File: src/rtl/conv1_pkg.sv
// conv1_pkg: shared FSM state type and default sizes for the conv1 SRAM reader.
package conv1_pkg;

  localparam int CONV1_DW = 192;
  localparam int CONV1_AW = 10;
  localparam int CONV1_DP = 32;

  typedef enum logic [1:0] {
    ST_IDLE  = 2'd0,
    ST_RUN   = 2'd1,
    ST_DRAIN = 2'd2
  } conv1_state_t;

endpackage

File: src/rtl/conv1_rd_fifo.sv
// conv1_rd_fifo: 2-entry read-data FIFO between the SRAM and the PE array.
// The head entry is never overwritten by a push, so it stays stable while
// the consumer stalls.
module conv1_rd_fifo
  import conv1_pkg::*;
#(
  parameter int DW = CONV1_DW
) (
  input  logic          clk,
  input  logic          rst_n,
  input  logic          push,
  input  logic [DW-1:0] push_data,
  input  logic          pop,
  output logic [1:0]    count,
  output logic [DW-1:0] head
);

  logic [DW-1:0] mem [2];
  logic          wr_ptr;
  logic          rd_ptr;

  assign head = mem[rd_ptr];

  // Storage, pointers and occupancy; simultaneous push and pop keep the count.
  always_ff @(posedge clk or negedge rst_n) begin
    if (!rst_n) begin
      mem[0] <= '0;
      mem[1] <= '0;
      wr_ptr <= 1'b0;
      rd_ptr <= 1'b0;
      count  <= 2'd0;
    end else begin
      if (push) begin
        mem[wr_ptr] <= push_data;
        wr_ptr      <= ~wr_ptr;
      end
      if (pop) begin
        rd_ptr <= ~rd_ptr;
      end
      case ({push, pop})
        2'b10:   count <= count + 2'd1;
        2'b01:   count <= count - 2'd1;
        default: count <= count;
      endcase
    end
  end

endmodule

File: src/rtl/conv1_sram_reader.sv
// conv1_sram_reader: burst reader that streams consecutive SRAM words
// (wrapping modulo DP) to the PE array through a 2-entry FIFO.
// The SRAM word addressed during a chip-select cycle is captured into the
// FIFO at the end of that cycle, so at most one read is ever in flight.
// Optional build macro CONV1_RD_STALL_CNT_EN adds the 16-bit stall_cnt port.
module conv1_sram_reader
  import conv1_pkg::*;
#(
  parameter int DW = CONV1_DW,
  parameter int AW = CONV1_AW,
  parameter int DP = CONV1_DP
) (
  input  logic          clk,
  input  logic          rst_n,
  input  logic          start,
  input  logic [AW-1:0] base_addr,
  input  logic [AW:0]   len,
  output logic          sram_cs,
  output logic          sram_we,
  output logic          sram_wem,
  output logic [AW-1:0] sram_addr,
  input  logic [DW-1:0] sram_dout,
  output logic          out_valid,
  input  logic          out_ready,
  output logic [DW-1:0] out_data,
  output logic          out_last,
  output logic          busy,
  output logic          done
`ifdef CONV1_RD_STALL_CNT_EN
  ,
  output logic [15:0]   stall_cnt
`endif
);

  conv1_state_t state;
  logic [AW:0]  len_q;
  logic [AW:0]  issued;
  logic [AW:0]  sent;
  logic [1:0]   fifo_count;
  logic         pop;
  logic [2:0]   occ_after;
  logic         can_issue;

  function automatic logic [AW-1:0] addr_inc(input logic [AW-1:0] a);
    return (a == AW'(DP - 1)) ? '0 : a + AW'(1);
  endfunction

  assign sram_we   = 1'b0;
  assign sram_wem  = 1'b0;
  assign out_valid = (fifo_count != 2'd0);
  assign pop       = out_valid & out_ready;
  assign out_last  = out_valid & (sent == len_q - (AW+1)'(1));
  assign busy      = (state != ST_IDLE);

  // FIFO occupancy after this edge, counting the word now being read.
  assign occ_after = {1'b0, fifo_count} + {2'b00, sram_cs} - {2'b00, pop};
  assign can_issue = (issued < len_q) && (occ_after < 3'd2);

  conv1_rd_fifo #(.DW(DW)) u_fifo (
    .clk       (clk),
    .rst_n     (rst_n),
    .push      (sram_cs),
    .push_data (sram_dout),
    .pop       (pop),
    .count     (fifo_count),
    .head      (out_data)
  );

  // Burst FSM: latches the request, issues reads while the FIFO has room,
  // and pulses done after the last word has been handed over.
  always_ff @(posedge clk or negedge rst_n) begin
    if (!rst_n) begin
      state     <= ST_IDLE;
      len_q     <= '0;
      issued    <= '0;
      sent      <= '0;
      sram_cs   <= 1'b0;
      sram_addr <= '0;
      done      <= 1'b0;
    end else begin
      sram_cs <= 1'b0;
      done    <= 1'b0;
      case (state)
        ST_IDLE: begin
          if (start) begin
            if (len == '0) begin
              done <= 1'b1;
            end else begin
              len_q     <= len;
              issued    <= (AW+1)'(1);
              sent      <= '0;
              sram_cs   <= 1'b1;
              sram_addr <= base_addr;
              state     <= (len == (AW+1)'(1)) ? ST_DRAIN : ST_RUN;
            end
          end
        end
        ST_RUN: begin
          if (can_issue) begin
            sram_cs   <= 1'b1;
            sram_addr <= addr_inc(sram_addr);
            issued    <= issued + (AW+1)'(1);
            if (issued + (AW+1)'(1) == len_q) begin
              state <= ST_DRAIN;
            end
          end
        end
        ST_DRAIN: begin
          if (pop && out_last) begin
            state <= ST_IDLE;
            done  <= 1'b1;
          end
        end
        default: state <= ST_IDLE;
      endcase
      if (pop) begin
        sent <= sent + (AW+1)'(1);
      end
    end
  end

`ifdef CONV1_RD_STALL_CNT_EN
  // Saturating count of cycles where a word waits on the consumer.
  always_ff @(posedge clk or negedge rst_n) begin
    if (!rst_n) begin
      stall_cnt <= 16'd0;
    end else if (state == ST_IDLE && start) begin
      stall_cnt <= 16'd0;
    end else if (out_valid && !out_ready && stall_cnt != 16'hFFFF) begin
      stall_cnt <= stall_cnt + 16'd1;
    end
  end
`endif

endmodule

File: config.mk
export PLATFORM = sky130hd
export DESIGN_NAME = conv1_sram_reader
export DESIGN_NICKNAME = d
export VERILOG_FILES = /design/src/rtl/conv1_pkg.sv /design/src/rtl/conv1_rd_fifo.sv /design/src/rtl/conv1_sram_reader.sv
export SDC_FILE = /design/constraint.sdc
export NUM_CORES = 1
export LEC_CHECK = 0
export BUFFER_PORTS_ARGS = -buffer_cell sky130_fd_sc_hd__clkbuf_2
export CAP_MARGIN = 20
export CORE_ASPECT_RATIO = 1.2
export CORE_MARGIN = 2
export CORE_UTILIZATION = 40
export DETAILED_ROUTE_END_ITERATION = 6
export GPL_TIMING_DRIVEN = 0
export HOLD_SLACK_MARGIN = 0.15
export SYNTH_ARGS = -nofsm -noshare
export SYNTH_HDL_FRONTEND = slang
export SYNTH_SLANG_ARGS = --single-unit
File: constraint.sdc
create_clock -name clk -period 4.1 [get_ports clk]
set_clock_uncertainty 0.1 [all_clocks]
set_input_delay 1.025 -clock clk [delete_from_list [all_inputs] [get_ports clk]]
set_output_delay 1.025 -clock clk [all_outputs]
set_load 0.01 [all_outputs]
==> metrics, run 1 <==
residual overflow from global routing 0; post-detail-place hpwl approximately 38 mm; pin count of the biggest net entering global routing 113; flop-to-flop setup slack between 0.2 and 0.3 ns; initial detailed-routing violation count 487; Synthesis Warnings 0; Multi-input gate area ~0.009 mm²; IR Drop Worst-Case VDD roughly 540 µV; sort of element at the start of the critical path register; Relative slew margins 0.377; data arrival time of the critical path about 2.9 ns; register share of total power 0.337; unrepaired setup endpoints after global routing no; power share of the clock group 0.192; netlist area before placement roughly 0.020 mm²; post-route antenna net violation count 0; switching pwr approximately 7900 µW; number of inserted filler cells in the final layout roughly 4400; Clock transition at path regs roughly 0.060 ns; largest fanout of any net on the critical path 5; wire length of the first global-routing pass between 80 and 90 mm; result of the run finished clean; Max Clock Freq between 200 and 300 MHz; boundary pin count between 400 and 500; internal power summed over all cells approximately 14000 µW; depth of the CTS H-tree 2; DRC violation count after routing 0; reported max-cap violation count 0; pwr dens 903 mW/mm²; CTS tree done; buffer type at the clock tree root sky130_fd_sc_hd__clkbuf_16; TritonCTS buffer count 46; Placement Rows 89; Post-Synthesis Mean Instance Area approximately 14 µm²; required time worst endpoint about 3.0 ns; final setup fails 0; starting density of the core 0.406; hold crit path type in2async; Netlist cell types 62; post-synthesis sequential area ratio 0.545; Cells after Synth 1458; Max Transition Viols Final 0; Logic pwr share 0.472; largest cells by area after synthesis sky130_fd_sc_hd__dfrtp_1 (55%), sky130_fd_sc_hd__mux2_2 (33%), sky130_fd_sc_hd__clkbuf_1 (1.5%); largest area contributor in the synthesized netlist sky130_fd_sc_hd__dfrtp_1; final-layout worst hold slack approximately 0.32 ns; clock latency at the later pin of the worst-skew pair 0.56 ns; Total Die Area about 0.052 mm²; number of nets in the finished design roughly 2200; worst setup path class reg2out; Sequential cell area roughly 0.011 mm²; total routed wirelength between 50 and 60 mm; wire per inst between 15 and 20 µm; Port Buf Inserts ~420; number of endpoints with negative hold slack in the final report 0; number of buffers on the longest clock path 3; fraction of the cycle the final worst path needs 0.972; Static Leak approximately 0.011 µW; clk sinks 435; area of placed instances around 0.023 mm²; number of synthesized register bits roughly 440; Total Power 22300 µW; via count of the first global-routing pass approximately 14000; Least-Margin Pin Slew 0.934 ns; die extent in x slightly above 200 µm; number of detailed-routing iterations run before antenna repair 5; area growth from synthesis to layout 23.6%; nature of the critical path endpoint output pin; routed vias/inst between 5 and 6; Final min period ~4.0 ns; die outline height 249 µm; share of flip-flops with an asynchronous set or reset 1.00; switching share of power 0.354; Final GP Congestion 0.860; initial antenna violation count 7; via count around 14000; number of enable-type register cells in the synthesized netlist 0; final std cell area, no fill 0.0247 mm²; global-route usage over all layers 0.197; most frequently used flop master after synthesis sky130_fd_sc_hd__dfrtp_1; fraction of synthesized cell area taken by the top area cell type 0.545; Core ar. 0.0492 mm²; fraction of final layout cells sized beyond drive strength 1 0.564
critical path, stage by stage (launching register included):
cell and delay (ns):
sky130_fd_sc_hd__dfrtp_1 0.44, sky130_fd_sc_hd__inv_2 0.12, sky130_fd_sc_hd__ha_4 0.17, sky130_fd_sc_hd__nor4b_4 0.23, sky130_fd_sc_hd__nand4_1 0.18, sky130_fd_sc_hd__xnor2_1 0.16
sky130_fd_sc_hd__or4_4 0.56, sky130_fd_sc_hd__a211oi_4 0.27, sky130_fd_sc_hd__clkbuf_2 0.17
kinds of logic (layout without fill, tap and decap cells):
| kind of cell | Yosys count | after routing | share of synthesized area |
|---|---|---|---|
| muxes | 579 | 579 | 0.326 |
| DFF | 435 | 435 | 0.545 |
| and+or+nand+nor | 175 | 175 | 0.0444 |
| AOI/OAI and AO/OA | 112 | 112 | 0.0374 |
| buffers and inverters | 108 | 619 | 0.0217 |
| xor gates and xnor gates | 30 | 30 | 0.0132 |
| adders and majority gates | 18 | 18 | 0.0117 |
| other | 1 | 7 | 0.000188 |
through the flow:
step,setup TNS (ns),utilization,std cells,worst slack (ns)
floorplan,0,-,1459,0.0337
global placement,-3436.04,0.465,2519,-7.93
detailed placement,-19.81,0.467,2523,-0.981
CTS,0,0.500,2605,0.000615
global route,0,0.502,2612,0.0300
finish,0,0.502,2612,0.117
path summary, 6_finish.rpt:
| check | start | end | depth (start not counted) |
|---|---|---|---|
| worst min register to register | u_fifo.wr_ptr | u_fifo.wr_ptr | 1 |
| min in group clk | u_fifo.wr_ptr | u_fifo.wr_ptr | 1 |
| worst max register to register | u_fifo.count[1] | sram_addr[0] | 13 |
| max in group asynchronous | rst_n | u_fifo.mem[326] | 3 |
| worst min-delay path | rst_n | issued[2] | 1 |
| worst max-delay path | len_q[1] | out_last | 8 |
state kept, by name, summed over array words and instances, names as in the netlist:
name,count
u_fifo.rd_ptr,1
u_fifo.mem,384
u_fifo.count,2
sent,11
sram_addr,10
u_fifo.wr_ptr,1
state,2
issued,11
len_q,11
done,1
sram_cs,1
layout make-up:
type,count,share of cell area
inverter,21,0.00340
clock inverter,13,0.00705
clock buffer,68,0.0557
timing repair buffer,430,0.0915
buffer,87,0.0144
multi-input combinational,916,0.354
sequential,435,0.441
tap,637,0.0323
antenna,5,0.000507
layer usage:
metal | vias to the layer above | part of all wire | track usage
li1 | 6214 | - | -
met1 | 6838 | 0.41 | 0.242
met2 | 376 | 0.49 | 0.331
met3 | 95 | 0.066 | 0.0548
met4 | 4 | 0.033 | 0.0723
met5 | - | 0.00052 | 0
power by group through the flow:
stage          sequential [µW]  clock [µW]  combinational [µW]
3_5_place_dp              7570           0               10500
4_1_cts                   7500        4410               10600
2_1_floorplan             7230           0                7100
5_1_grt                   7780        4590               11400
3_3_place_gp              7420           0               10300
6_report                  7500        4270               10500
cells in the final DEF, fill, tap and decap left out, types with 22 or more instances in the layout:
master                      Yosys  routed
sky130_fd_sc_hd__o21ai_0       35      35
sky130_fd_sc_hd__mux2_2       578     578
sky130_fd_sc_hd__clkbuf_16      0      47
sky130_fd_sc_hd__nand2_1       55      53
sky130_fd_sc_hd__clkbuf_2       0     423
sky130_fd_sc_hd__nand3_1       22      22
sky130_fd_sc_hd__clkbuf_1      78      85
sky130_fd_sc_hd__nor2_1        28      27
sky130_fd_sc_hd__dfrtp_1      435     434
cell usage after synthesis (8+ instances only):
| master | instances |
|---|---|
| sky130_fd_sc_hd__mux2_2 | 578 |
| sky130_fd_sc_hd__dfrtp_1 | 435 |
| sky130_fd_sc_hd__clkbuf_1 | 78 |
| sky130_fd_sc_hd__nand2_1 | 55 |
| sky130_fd_sc_hd__o21ai_0 | 35 |
| sky130_fd_sc_hd__nor2_1 | 28 |
| sky130_fd_sc_hd__nand3_1 | 22 |
| sky130_fd_sc_hd__inv_1 | 19 |
| sky130_fd_sc_hd__a21oi_1 | 18 |
| sky130_fd_sc_hd__ha_1 | 17 |
| sky130_fd_sc_hd__xnor2_1 | 17 |
| sky130_fd_sc_hd__nor3_1 | 15 |
| sky130_fd_sc_hd__xor2_1 | 13 |
| sky130_fd_sc_hd__nand4_1 | 11 |
| sky130_fd_sc_hd__o31ai_1 | 8 |
timing repair:
action / 4_1_cts / 5_1_grt
hold buffers: 0 / 0
setup buffers: 1 / 2
pin swaps: 0 / 0
endpoints found under the setup margin: 34 / 17
gates resized for setup: 13 / 12
Power figures use the tool's default switching activity.
==> run 2: changes to the inputs <==
CORE_UTILIZATION = 55   (was 40)
PLACE_DENSITY = 0.8   (was unset)
==> run 2 against run 1 <==
  * Routed wire length is 2.9% lower
  * Flip-flop and latch count stayed put
  * Combinational power hardly changed
  * Clock power is 7.3% lower
  * Final cell count is 6.7% lower
  * Fmax is 1.2% lower
  * Hold slack better by 0.073 ns
  * Sequential share of layout area is 0.63 points higher
  * Global-route usage is 6.1 points higher
  * Via count is 0.33% higher
  * Critical path depth stayed put
  * Power is 1.0% lower
==> metrics, run 2 (synthesis gave the netlist of run 1 again) <==
result of the run finished clean; die outline height ~210 µm; post-route antenna net violation count 0; wire per inst 20.5 µm; reported max-cap violation count 0; clock latency at the later pin of the worst-skew pair between 0.5 and 0.6 ns; number of logic stages on the critical path including buffering 8; number of buffers on the longest clock path 3; Multi-input gate area slightly below 0.009 mm²; global-route usage over all layers 0.258; data arrival time of the critical path just under 3 ns; delay of the slowest cell on the worst path 0.56 ns; sort of element at the start of the critical path register; Least-Margin Pin Slew 0.986 ns; Clock transition at path regs around 0.060 ns; residual overflow from global routing 0; number of inserted filler cells in the final layout roughly 2600; worst setup path class reg2out; power share of the clock group 0.180; Max Clock Freq ~250 MHz; pin count of the biggest net entering global routing roughly 110; depth of the most critical reg-to-reg path 13; total negative slack for setup checks 0 ns; nature of the critical path endpoint output pin; Port Buf Inserts 423; Logic pwr share 0.478; area growth from synthesis to layout 21.8%; CTS tree done; routed vias/inst approximately 5.6; number of detailed-routing iterations run before antenna repair 5; cell with the largest stage delay on the worst path sky130_fd_sc_hd__or4_4; Placement Rows 76; post-detail-place hpwl between 30 and 40 mm; depth of the CTS H-tree 2; Final min period between 4 and 5 ns; commonest non-fill, non-tap cell in the layout sky130_fd_sc_hd__mux2_2; wire length of the first global-routing pass 76.9 mm; Top Family by Delay on Critical Path simple AND/OR/NAND/NOR gates; Max Transition Viols Final 0; switching share of power 0.358; number of nets in the finished design around 2200; most used cells in the layout excluding fill and tap cells sky130_fd_sc_hd__mux2_2 (578), sky130_fd_sc_hd__dfrtp_1 (435), sky130_fd_sc_hd__clkbuf_2 (423), sky130_fd_sc_hd__clkbuf_1 (84), sky130_fd_sc_hd__nand2_1 (54); TritonCTS buffer count 43; clk sinks around 440; internal power summed over all cells between 10000 and 15000 µW; required time worst endpoint between 2 and 3 ns; Sequential cell area between 0.01 and 0.015 mm²; IR Drop Worst-Case VDD 681 µV; initial antenna violation count 6; Total Die Area 0.0379 mm²; via count of the first global-routing pass 14552; hold crit path type reg2reg; fraction of final layout cells sized beyond drive strength 1 0.561; DRC violation count after routing 0; Post-CTS Hold Fix Bufs 0; CP cell instances inv_1, ha_4, nor4b_4, nand4_1, xnor2_1, or4_4, a211oi_2, clkbuf_2; starting density of the core 0.557; Core ar. ~0.036 mm²; Static Leak 0.0110 µW; total routed wirelength 50.0 mm; buffers plus inverters on the worst setup path 2; worst hold path cell count 1; largest fanout of any net on the critical path 5; flip-flop count of the largest register, all copies and words added 384; boundary pin count 426; final setup fails 0; largest register by flop count u_fifo.mem; pwr dens a little over 900 mW/mm²; Worst Setup Slack post-DPL -0.965 ns; minimum setup slack in the final design around 0.070 ns; fraction of the cycle the final worst path needs 0.983; Final GP Congestion between 0.9 and 1; via count 13572; initial detailed-routing violation count between 500 and 600; Relative slew margins 0.343; register share of total power 0.343; buffer type at the clock tree root sky130_fd_sc_hd__clkbuf_16; die extent in x between 150 and 200 µm; number of endpoints with negative hold slack in the final report 0; switching pwr between 7000 and 8000 µW
==> run 2: changes by cell type in the layout (fill, tap and decap cells not counted), sizes merged <==
cell,change
buf,-1
bufinv,-2
clkbuf,-3
clkinv,-1
clkinvlp,-2
diode,+3
==> run 2: power by group through the flow <==
stage / Sequential [µW] / Combinational (µW) / Clock, µW
2_1_floorplan: 7230 / 7100 / 0
3_3_place_gp: 7400 / 10100 / 0
3_5_place_dp: 7600 / 10400 / 0
4_1_cts: 7540 / 10500 / 4020
5_1_grt: 7810 / 11300 / 4190
6_report: 7560 / 10500 / 3960
==> run 2: path summary, 6_finish.rpt <==
path	start	end	slack (ns)
hold reg to reg	u_fifo.wr_ptr	u_fifo.wr_ptr	0.39
hold / removal	u_fifo.wr_ptr	u_fifo.wr_ptr	0.39
setup / recovery	len_q[1]	out_last	0.07
max in group asynchronous	rst_n	u_fifo.mem[193]	2.44
setup reg to reg	u_fifo.count[1]	sram_addr[0]	0.18
min in group asynchronous	rst_n	u_fifo.mem[96]	0.46
==> run 2: repair_timing <==
| item | CTS | global route |
|---|---|---|
| pin swaps | 0 | 0 |
| setup buffers | 1 | 2 |
| endpoints found under the setup margin | 23 | 16 |
| gates resized for setup | 12 | 7 |
==> run 2: area by class of cell <==
type,count,share of cell area
multi-input cells,916,0.359
well taps,468,0.0241
repair buffers,430,0.0928
clock inverters,8,0.00381
diodes,8,0.000823
flip-flops and latches,435,0.447
clock buffers,64,0.0541
inverters,21,0.00329
plain buffers,87,0.0146
==> run 2: stage by stage <==
stage | power, µW | hold slack, ns | area [µm²] | utilization | cells
2_1_floorplan | 14300 | 0.363 | 20000 | - | 1459
3_3_place_gp | 17500 | 0.378 | 22700 | 0.633 | 2350
3_5_place_dp | 18000 | 0.380 | 22800 | 0.636 | 2354
4_1_cts | 22100 | 0.393 | 24300 | 0.677 | 2427
5_1_grt | 23300 | 0.402 | 24300 | 0.679 | 2434
6_report | 22100 | 0.389 | 24300 | 0.679 | 2437
==> run 2: metal layers <==
layer,vias to the layer above,global-route usage,part of all wire
met2,414,0.462,0.52
met1,6853,0.296,0.38
met5,-,0,0.00026
li1,6206,-,-
met3,97,0.0650,0.072
met4,2,0.0992,0.036
